## config.mk

```make
export PLATFORM = sky130hd
export DESIGN_NAME = fxp_mul_pipe
export DESIGN_NICKNAME = d
export VERILOG_FILES = /design/src/rtl/fxp_mul_pipe.sv
export SDC_FILE = /design/constraint.sdc
export NUM_CORES = 2
export LEC_CHECK = 0
export CORE_MARGIN = 4
export CORE_UTILIZATION = 30
export CTS_CLUSTER_DIAMETER = 100
export DETAILED_ROUTE_END_ITERATION = 16
export DONT_BUFFER_PORTS = 1
export SLEW_MARGIN = 15
export SYNTH_ARGS = -nofsm -noshare
export SYNTH_HDL_FRONTEND = slang
export SYNTH_SLANG_ARGS = --single-unit
```

## constraint.sdc

```tcl
create_clock -name clk_i -period 5 [get_ports clk_i]
set_input_delay 0.5 -clock clk_i [delete_from_list [all_inputs] [get_ports clk_i]]
set_output_delay 0.5 -clock clk_i [all_outputs]
set_load 0.01 [all_outputs]
```

## src/rtl/fxp_mul_pipe.sv

```systemverilog
// Signed fixed-point multiplier, Q(WIDTH-FRAC).FRAC, with optional round-half-up and saturation.
// Latency: STAGES cycles from input transfer to valid_o, one result per cycle sustained.
// Backpressure: valid/ready with bubble collapsing; ready_o drops only when every stage is full and ready_i=0.
module fxp_mul_pipe #(
    parameter int WIDTH  = 32,
    parameter int FRAC   = 16,
    parameter int STAGES = 2,
    parameter int ROUND  = 1,
    parameter int SAT    = 1
) (
    input  logic             clk_i,
    input  logic             rst_n_i,
    input  logic             valid_i,
    output logic             ready_o,
    input  logic [WIDTH-1:0] a_i,
    input  logic [WIDTH-1:0] b_i,
    output logic             valid_o,
    input  logic             ready_i,
    output logic [WIDTH-1:0] c_o,
    output logic             ovf_o
);

    // One spare bit above the full product so the rounding add can never wrap.
    localparam int PW = 2 * WIDTH + 1;
    localparam logic signed [PW-1:0] RND_INC =
        (ROUND != 0 && FRAC > 0) ? (PW'(1) << ((FRAC > 0) ? FRAC - 1 : 0)) : '0;
    localparam logic [WIDTH-1:0] MAX_POS = {1'b0, {(WIDTH-1){1'b1}}};
    localparam logic [WIDTH-1:0] MIN_NEG = {1'b1, {(WIDTH-1){1'b0}}};

    logic signed [PW-1:0] prod;
    logic signed [PW-1:0] shf;
    logic [WIDTH-1:0]     res_dat;
    logic                 res_ovf;

    always_comb begin
        prod    = PW'($signed(a_i)) * PW'($signed(b_i));
        shf     = (prod + RND_INC) >>> FRAC;
        // Out of range whenever the shifted value differs from its own WIDTH-bit sign extension.
        res_ovf = (shf != PW'($signed(shf[WIDTH-1:0])));
        res_dat = shf[WIDTH-1:0];
        if (SAT != 0 && res_ovf) begin
            res_dat = shf[PW-1] ? MIN_NEG : MAX_POS;
        end
    end

    logic [STAGES-1:0] stg_vld;
    logic [STAGES-1:0] stg_ovf;
    logic [WIDTH-1:0]  stg_dat [STAGES];
    logic [STAGES:0]   adv;

    // A stage advances if it is empty or its successor advances; the top bit is the output transfer.
    always_comb begin
        adv         = '0;
        adv[STAGES] = ready_i;
        for (int k = STAGES - 1; k >= 0; k--) begin
            adv[k] = !stg_vld[k] || adv[k+1];
        end
    end

    always_ff @(posedge clk_i or negedge rst_n_i) begin
        if (!rst_n_i) begin
            stg_vld <= '0;
            stg_ovf <= '0;
            for (int k = 0; k < STAGES; k++) begin
                stg_dat[k] <= '0;
            end
        end else begin
            if (adv[0]) begin
                stg_vld[0] <= valid_i;
                if (valid_i) begin
                    stg_dat[0] <= res_dat;
                    stg_ovf[0] <= res_ovf;
                end
            end
            for (int k = 1; k < STAGES; k++) begin
                if (adv[k]) begin
                    stg_vld[k] <= stg_vld[k-1];
                    if (stg_vld[k-1]) begin
                        stg_dat[k] <= stg_dat[k-1];
                        stg_ovf[k] <= stg_ovf[k-1];
                    end
                end
            end
        end
    end

    assign ready_o = adv[0];
    assign valid_o = stg_vld[STAGES-1];
    assign c_o     = stg_dat[STAGES-1];
    assign ovf_o   = stg_ovf[STAGES-1];

endmodule

```

# Yosys cells after proc, flatten, opt, wreduce, memory -nomap -nowiden
# Index checks and enable logic that the tools add are counted.
dict set report totals {
  ff_bits 68
  inputBits 68
  out_inout_bits 35
  wordCells 17
}
dict set report op_classes {
  addsub 1
  n_mul 1
  n_eq_ne 1
  n_mux 2
  reduce_logical 6
}
# operator n
set op_table {}
lappend op_table {{$add A64 B17 Y65 const B} 1}
lappend op_table {{$mul A32 B32 Y64} 1}
lappend op_table {{$mux W32} 2}
lappend op_table {{$ne A17 B1 Y1} 1}
lappend op_table {{$reduce_and A2 Y1} 2}
lappend op_table {{$logic_not A1 Y1} 2}
lappend op_table {{$logic_or A1 B1 Y1} 2}

# Depth between registers and ports, before layout
dict set report logic_depth {
  word_depth 4
  depth_mapped 31
  ltp_nobuf 28
}

# Worst setup path after synthesis
# OpenSTA, ideal clock, no wires.
dict set report synth_timing {
  path_type {input port to flip-flop}
  from {input port a_i[31]}
  to {register stg_dat[43] (netlist name)}
  setup_ps 129
  t_arrival_ps 8619
  required_ps 4871
  setup_slack_ps -3748
  stages 26
  n_path_buf 3
  cell_sequence {clkbuf_1 -> nand2_1 -> inv_1 -> fa_1 -> fa_1 -> fa_1 -> inv_1 -> fa_1 -> fa_1 -> fa_1 -> fa_1 -> fa_1 -> inv_1 -> ha_1 -> buf_2 -> nand2_1 -> o21a_1 -> o31ai_2 -> nor3_1 -> a211o_1 -> a2111oi_2 -> o221a_2 -> o211ai_2 -> o21ai_4 -> buf_6 -> o22ai_2}
}
dict set report synth_between {
  elab_chain_cells 4
  elab_cells_between_ends 5
  cone_classes {1 x add/sub; 1 x mul; 1 x eq/ne; 2 x mux}
}
# item line_no
set synth_lines {}
lappend synth_lines {{start, declared} 15} ;# input logic [WIDTH-1:0] a_i,
lappend synth_lines {{$mul A32 B32 Y64 *} 36} ;# prod = PW'($signed(a_i)) * PW'($signed(b_i));
lappend synth_lines {{$add A64 B17 Y65 *} 37} ;# shf = (prod + RND_INC) >>> FRAC;
lappend synth_lines {{$ne A17 B1 Y1 / $mux W32 (equally long branches)} {39, 42}}
lappend synth_lines {{$mux W32 *} 41} ;# if (SAT != 0 && res_ovf) begin
lappend synth_lines {{end signal, assigned by index} 79} ;# stg_dat[k] <= stg_dat[k-1];
lappend synth_lines {{end, declared} 48} ;# logic [WIDTH-1:0] stg_dat [STAGES];
# Every way passes the cells marked *; elsewhere a longest branch is shown, timed or not.
# A chain may end at the register's enable or synchronous reset.

# Worst setup path after layout
dict set report layout_timing {
  from {input port a_i[31]}
  to {register stg_dat[33] (netlist name)}
}
# Same word-level chain as after synthesis.

==> run metrics <==
status=finished, violations left; failing checks=setup timing; met1 usage=0.206; Syn Area/Cell=9.56 µm²; Die H=372 µm; Die X=372 µm; clock skew=0.00517 ns; Routed WL=114 mm; Yosys top cell area share=0.549; CP Class=input port to flip-flop; largest family of logic cells by synthesized area=adder cells; met2 Track Usage GR=0.302; IO Count=103; clock slew at reported path FFs=0.05 ns; EDFF count, synth=0; post-layout min period=7.70 ns; Tcrit/Tclk final=1.54; Final Hold Fails=0; n_diodes=0; RePlAce Congestion=0.910; count of unique library cells instantiated by Yosys=72; CTS Root Cell=clkbuf_16; CTS tree=done; drt pass-1 iters=5; GRT Total Usage=0.168; Syn Nets=5492; DIE AREA=138000 µm²; Post-Syn Instances=4156; Synth Register Bits=68; XOR/XNOR Fraction of Synth Area=0.0112; maxcap violations=0; Max Slew Vio Count=0; H-tree depth=3; WP data required=5.20 ns; Final Cell Area=45300 µm²; RSZ-0062 raised after global routing=yes; setup ws final=-2.70 ns; most frequent cell after synthesis=fa_1; Finish-stage setup viols=33; HPWL Detailed=92.3 mm; Critical Path End Type=flip-flop; ys async rst share=1.00; vias in the first global route=32.8k; post-synthesis adder-cell area fraction=0.606; crit start category=input port; routed len/inst=18.8 µm; I/O Buffers=0; met3 Track Usage GR=0.0218; share of layout cells above drive strength 1=0.155; first-pass GRT wire length=183 mm; largest net degree at the start of global routing=69; Post-Synth Simple-Gate Area=0.166; Num Clock Sinks=68; Synthesis Warnings=0; Compound-Gate Fraction of Synth Area=0.0525; Seq/Total Area, Yosys=0.0428; gr busiest metal=met2; initial antenna violation count=3; # DRC=0; Clock Latency Late Sink=0.33 ns; mux cell area share after synthesis=0.00936; Num CTS Buffers=9; worst-margin pin slew=0.619 ns; Hold Crit Class=input port to async pin; # nets final=5618; CP arrival=7.90 ns; commonest cells in the netlist=fa_1, inv_1, nand2_1; Post-DP Area=43400 µm²; largest area contributor in the netlist=fa_1; f_max=0.130 GHz; vias after detailed routing=28.7k; Avg Vias per Cell=4.76; main area contributors after synthesis=fa_1, and2_1, inv_1; # fillers=13.5k; Most used DFF post-synth=dfrtp_1; normalized max-slew margin=0.585; largest fanout on the critical path=32; grt total ovfl=0; area grow syn2layout=14.0%; row count=133; DR iter-0 viols=1555; Max Root-Sink Buffers=2; initial core utilization=0.302; Routed Antenna Nets=0; Netlist Area Pre-Place=39700 µm²; Core Region=131000 µm²
## kinds of logic after synthesis
logic type	after synthesis
fa+ha+maj	1268
xor+xnor	51
compound gates	287
flops	68
mux	33
buf+inv	1142
simple gates	1307
## state kept, by name, summed over array words and instances, names as in the netlist
| name | cells |
|---|---|
| c_o | 32 |
| stg_dat | 32 |
| stg_vld | 2 |
| stg_ovf | 2 |
## metrics by stage
stage | setup TNS [ns] | hold WS (ns) | std cells | utilization | setup slack [ns]
after floorplan | -97.76 | 0.204 | 4156 | - | -2.99
after global placement | -102.44 | 0.206 | 5969 | 0.330 | -3.13
after detailed placement | -106.01 | 0.206 | 5969 | 0.330 | -3.24
after CTS | -85.16 | 0.0608 | 6030 | 0.341 | -2.62
after global routing | -94.86 | 0.0810 | 6041 | 0.344 | -2.93
final | -86.82 | 0.0597 | 6041 | 0.344 | -2.70
## placed cells by master, fill, tap and decap left out, types with 33 or more instances in the layout
| master | synthesis | final |
|---|---|---|
| fa_1 | 1090 | 1069 |
| inv_1 | 878 | 865 |
| and2_1 | 537 | 532 |
| nand2_1 | 538 | 524 |
| buf_4 | 32 | 353 |
| ha_1 | 178 | 144 |
| nor2_1 | 104 | 94 |
| dfrtp_1 | 68 | 68 |
| a21oi_1 | 76 | 44 |
| mux2_2 | 33 | 33 |
## routing by layer
layer / wire length, µm / vias to the layer above
met5: 0 / -
met4: 5180 / 0
met3: 5780 / 246
met2: 58500 / 792
met1: 44100 / 15300
li1: - / 12400
## repair_timing
action | CTS | global route
setup endpoints to repair | 33 | 33
endpoints found under the hold margin | 68 | 0
resized for setup | 152 | 80
buffers inserted | 42 | 11
hold buffers | 1 | 0
gates cloned | 3 | 1
pin swaps | 72 | 56
## cell type report
| cell class | count | area, µm² | area share |
|---|---|---|---|
| clock inverter | 3 | 15.0 | 0.000332 |
| tap | 1755 | 2200 | 0.0485 |
| sequential | 68 | 1700 | 0.0376 |
| timing repair buffer | 379 | 3080 | 0.0682 |
| clock buffer | 12 | 236 | 0.00523 |
| inverter | 878 | 3300 | 0.0730 |
| multi-input combinational | 2946 | 34700 | 0.767 |
## path summary, 6_finish.rpt
path / slack [ns] / depth (start not counted) / endpoint / startpoint
setup / recovery: -2.70 / 26 / stg_dat[33] / a_i[31]
hold / removal: 0.06 / 1 / c_o[19] / rst_n_i
setup reg to reg: 2.73 / 9 / stg_dat[50] / stg_vld[1]
hold reg to reg: 0.49 / 1 / stg_vld[1] / stg_vld[0]
max in group asynchronous: 4.67 / 1 / stg_vld[1] / rst_n_i
min in group clk_i: 0.29 / 1 / stg_vld[0] / valid_i
## worst max-delay path, stage by stage
cell and delay, ns:
and2_4 0.16, fa_1 0.58, fa_2 0.47, fa_2 0.66
buf_6 0.14, buf_6 0.09, fa_1 0.42, fa_1 0.47
fa_1 0.56, fa_1 0.44, fa_1 0.54, ha_4 0.33
buf_6 0.10, nand4_1 0.16, buf_4 0.19, o31ai_4 0.38
nor3_2 0.07, a211o_1 0.33, a2111oi_4 0.26, buf_4 0.18
nor4_2 0.05, o211ai_4 0.22, o21bai_4 0.22, buf_12 0.16
clkbuf_16 0.14, o22ai_2 0.05
Power is not shown: default switching activity piles up to over one toggle a cycle in this logic, so the estimate is an artifact.
